### config.mk
export PLATFORM = sky130hd
export DESIGN_NAME = serial_subtractor
export DESIGN_NICKNAME = d
export VERILOG_FILES = /design/src/rtl/serial_subtractor.sv
export SDC_FILE = /design/constraint.sdc
export NUM_CORES = 1
export LEC_CHECK = 0
export ABC_AREA = 0
export ABC_CLOCK_PERIOD_IN_PS = 1450
export BUFFER_PORTS_ARGS = -buffer_cell sky130_fd_sc_hd__buf_2
export CORE_MARGIN = 2
export CORE_UTILIZATION = 45
export DETAILED_ROUTE_END_ITERATION = 12
export GPL_ROUTABILITY_DRIVEN = 1
export PLACE_DENSITY = 0.75
export SLEW_MARGIN = 5
export SYNTH_ARGS = -nofsm -noshare
export SYNTH_HDL_FRONTEND = slang
export SYNTH_SLANG_ARGS = --single-unit
### constraint.sdc
create_clock -name clk_i -period 1.45 [get_ports clk_i]
set_input_delay 0.29 -clock clk_i [delete_from_list [all_inputs] [get_ports clk_i]]
set_output_delay 0.29 -clock clk_i [all_outputs]
set_load 0.05 [all_outputs]
### src/rtl/serial_subtractor.sv
// Bit-serial unsigned subtractor: one bit per RUN cycle, LSB first, result registered in DONE.
// Optional signed-overflow output ovf_o is enabled by defining SERIAL_SUB_OVF_EN.
module serial_subtractor #(
  parameter int WIDTH = 8
) (
  input  logic             clk_i,
  input  logic             rst_i,
  input  logic             start_i,
  input  logic [WIDTH-1:0] a_i,
  input  logic [WIDTH-1:0] b_i,
  output logic             busy_o,
  output logic             done_o,
  output logic [WIDTH-1:0] diff_o,
  output logic             borrow_o,
`ifdef SERIAL_SUB_OVF_EN
  output logic             ovf_o,
`endif
  output logic [1:0]       state_o
);

  // Handshake: start_i is a request that is accepted only on an edge where the FSM is IDLE;
  // done_o is a single-cycle valid strobe for diff_o/borrow_o, which then hold until the next run.
  localparam int CW = (WIDTH > 1) ? $clog2(WIDTH) : 1;

  typedef enum logic [1:0] {
    IDLE = 2'd0,
    RUN  = 2'd1,
    DONE = 2'd2
  } state_t;

  state_t           state_q, state_d;
  logic [WIDTH-1:0] a_q, a_d;
  logic [WIDTH-1:0] b_q, b_d;
  logic [WIDTH-2:0] res_q, res_d;
  logic [CW-1:0]    cnt_q, cnt_d;
  logic             bw_q, bw_d;
  logic [WIDTH-1:0] diff_q, diff_d;
  logic             borrow_q, borrow_d;
  logic             ovf_q, ovf_d;

  logic             bit_d;
  logic             bw_nx;
  logic             last_bit;

  assign bit_d    = a_q[0] ^ b_q[0] ^ bw_q;
  assign bw_nx    = (~a_q[0] & b_q[0]) | (~(a_q[0] ^ b_q[0]) & bw_q);
  assign last_bit = (cnt_q == CW'(WIDTH - 1));

  always_comb begin
    state_d  = state_q;
    a_d      = a_q;
    b_d      = b_q;
    res_d    = res_q;
    cnt_d    = cnt_q;
    bw_d     = bw_q;
    diff_d   = diff_q;
    borrow_d = borrow_q;
    ovf_d    = ovf_q;
    case (state_q)
      IDLE: begin
        if (start_i) begin
          a_d     = a_i;
          b_d     = b_i;
          cnt_d   = '0;
          bw_d    = 1'b0;
          state_d = RUN;
        end
      end
      RUN: begin
        a_d   = a_q >> 1;
        b_d   = b_q >> 1;
        // Partial bits enter at the top; after WIDTH-1 steps bit 0 sits at position 0.
        res_d = (WIDTH-1)'({bit_d, res_q} >> 1);
        bw_d  = bw_nx;
        cnt_d = cnt_q + CW'(1);
        if (last_bit) begin
          // a_q[0]/b_q[0] now hold the operand MSBs and bit_d is the result MSB.
          diff_d   = {bit_d, res_q};
          borrow_d = bw_nx;
          ovf_d    = (a_q[0] != b_q[0]) && (bit_d != a_q[0]);
          state_d  = DONE;
        end
      end
      DONE:    state_d = IDLE;
      default: state_d = IDLE;
    endcase
  end

  always_ff @(posedge clk_i) begin
    if (rst_i) begin
      state_q  <= IDLE;
      a_q      <= '0;
      b_q      <= '0;
      res_q    <= '0;
      cnt_q    <= '0;
      bw_q     <= 1'b0;
      diff_q   <= '0;
      borrow_q <= 1'b0;
      ovf_q    <= 1'b0;
    end else begin
      state_q  <= state_d;
      a_q      <= a_d;
      b_q      <= b_d;
      res_q    <= res_d;
      cnt_q    <= cnt_d;
      bw_q     <= bw_d;
      diff_q   <= diff_d;
      borrow_q <= borrow_d;
      ovf_q    <= ovf_d;
    end
  end

  assign busy_o   = (state_q == RUN);
  assign done_o   = (state_q == DONE);
  assign diff_o   = diff_q;
  assign borrow_o = borrow_q;
  assign state_o  = state_q;

`ifdef SERIAL_SUB_OVF_EN
  assign ovf_o = ovf_q;
`else
  logic unused_ovf;
  assign unused_ovf = ovf_q;
`endif

endmodule

==> impl_metrics.ini <==
[sta]
min_period_over_period_pct = 97.06
fin_tns_setup_ns = 0
finClkSkew_ns = 0.01130
fin_crit_ns = 1.407
fmax_ghz = 0.7106
slew_violations = 0
hold_viol = 0
rsz0062_at_grt = yes
tightestPinTransition_ns = 0.4599
setup_viol = 0
slew_headroom_pct = 69.28

[place]
io_buffers = 31
place_hpwl_mm = 1.974
gp_congestion = 0.7585
post_dp_cell_area_mm2 = 0.001785

[setup_path]
crit_fanout = 8
r2r_start = cnt_q[0]
r2r_slack_ns = 0.14
crit_path_start_kind = flop
timing.rr.end = borrow_o
critPathCaptureType = primary output
ff2ff_path_depth = 4
critPathKind = reg -> out
cp.arrival_ns = 1.12
setup.worst_path.start = state_o[1]
worstPathRequired_ns = 1.16

[clocking]
cts_tree = built
clk_latency_ns = 0.35
clkTransAtPathRegs_ns = 0.11
htree_levels = 2
clock_sinks = 38
clockBufferDepth = 2
cts_root_buf = clkbuf_4
cts_inserted_buffers = 5

[detailed_routing]
vias_per_cell = 4.992
dr_total_vias = 1233
drtAntennaViolNets = 0
routed_wl_mm = 2.911
drcViolationCount = 0
wl_per_cell_um = 11.79
drtIter0Drc = 41
dr.pass1.iters = 4

[worst_hold_path]
hp-class = in -> reg
min_from = b_i[7]
hold_path_end = b_q[7]
holdPathStages = 3

[global_routing]
grt_usage_pct = 16.69
grt_pass1_vias = 1155
gr-usage-met3_pct = 4.821
top_usage_layer = met2
antenna_found_initial = 0
grt_util_met2_pct = 25.53
grt_pass1_wl_mm = 5.175
grt_util_met1_pct = 20.38
grt.overflow.total = 0
grt_max_degree = 39

[floorplanning]
fp.dieW_um = 63.47
die_area_mm2 = 0.004028
core_area_mm2 = 0.003363
start_util_pct = 47.32
fp-row-count = 21
die_h_um = 63.47
io_pins = 32

[synth]
syn-cell-area_mm2 = 0.001592
ys_ff_latch = 38
synth_common_cells = dfxtp_1, nand2_1, nor2_1
synth_edf_count = 0
yosys_warnings = 0
yosysSeqAreaShare_pct = 47.80
synth_cell_types = 26
synth.area.mux_share_pct = 8.805
synthSimpleGateAreaFrac_pct = 14.54
synthTopCellsByArea = dfxtp_1, mux2i_1, a211oi_2
synth_compound_area_share_pct = 19.42
syn_area_per_cell_um2 = 9.588
synth_xor_area_share_pct = 0
syn-num-nets = 188
synth_top_area_share_pct = 47.80
async_reset_ff_share_pct = 0
synth_top_family_by_area = compound AO/OA/AOI/OAI gates
synth_flop_cell = dfxtp_1
yosysMostFrequentCell = dfxtp_1
synth_adder_area_share_pct = 2.830
yosys.area.top_type = dfxtp_1
synth_cells = 166

[layout]
finish.utilization_pct = 56.88
design_area_mm2 = 0.001913
synthToLayoutAreaGrowth_pct = 20.20
drive_gt1_share_pct = 31.84
insertedDiodeCount = 0
layout.nets = 222

[run]
maxCapViolCount = 0

[status]
status = complete, no violations

[power]
irDropWorstVdd_mv = 0.7169
power_density_mw_per_mm2 = 1188
p_leak_uw = 0.0007854
==> layout make-up <==
type | instances | area [µm²]
sequential | 38 | 767.0
inverter | 3 | 11.26
clock buffer | 5 | 37.54
clock inverter | 3 | 68.82
timing repair buffer | 39 | 236.5
multi-input combinational | 113 | 734.5
tap | 46 | 57.56
fill | 332 | 1450
==> cell usage in the layout, fill, tap and decap left out, types with 2 or more instances in the layout <==
cell type / n
dfxtp_1: 35
nand2_1: 30
buf_2: 29
nor2_1: 22
a21oi_1: 15
mux2i_1: 14
a211oi_2: 10
buf_4: 8
a211oi_1: 7
clkbuf_4: 5
a22oi_1: 4
inv_1: 2
ha_1: 2
bufinv_16: 2
dfxtp_2: 2
==> per-layer routing <==
metal | vias to the layer above | routed length [µm] | share of wire (%)
li1 | 637 | - | -
met4 | 0 | 43 | 1.5
met2 | 26 | 1361 | 47
met5 | - | 0 | 0
met1 | 564 | 1371 | 47
met3 | 6 | 135 | 4.6
==> where the power goes <==
part	total, µW	leakage (µW)	internal [µW]	switching [µW]
sequential	1120	0.000312	1090	30.0
clock	895	0.0000554	539	356
combinational	256	0.000418	115	140
==> stage by stage <==
step	setup WS, ns	instances	hold WS [ns]	power [µW]
global placement	0.08474	238	0.4402	1392
CTS	0.02349	246	0.1887	2299
detailed placement	0.06162	238	0.4459	1399
global route	-0.02027	247	0.1913	2386
finish	0.04266	247	0.1996	2272
floorplan	0.1077	166	0.4322	1339
==> cells by family after synthesis <==
family | count (synthesis)
adder cells (fa/ha/maj) | 3
buffers and inverters | 15
flip-flops | 38
AND/OR/NAND/NOR | 57
AO/OA/AOI/OAI | 39
multiplexers | 14
==> worst max-delay path by stage <==
stage	endpoint	cells past startpoint	slack, ns
6_report	busy_o	3	0.04
2_1_floorplan	cnt_q[1]	6	0.11
5_1_grt	busy_o	3	-0.02
3_3_place_gp	borrow_o	5	0.08
4_1_cts	busy_o	3	0.02
3_5_place_dp	borrow_o	5	0.06
==> flip-flops by register name, summed over array words and instances, names as in the netlist <==
register / cells
state_o: 2
bw_q: 1
b_q: 8
a_q: 8
cnt_q: 3
res_q: 7
diff_o: 8
borrow_o: 1
==> worst max-delay path, stage by stage (launching register included) <==
cell and delay, ns:
dfxtp_2 0.37, nand2b_1 0.18, inv_2 0.08, buf_6 0.15
==> timing repair <==
item,in CTS,in global routing
resized for setup,4,2
hold buffers,0,0
pin swaps,0,0
buffers inserted,0,1
endpoints found under the setup margin,2,10
Note: power is estimated with default switching activity, not from simulation.
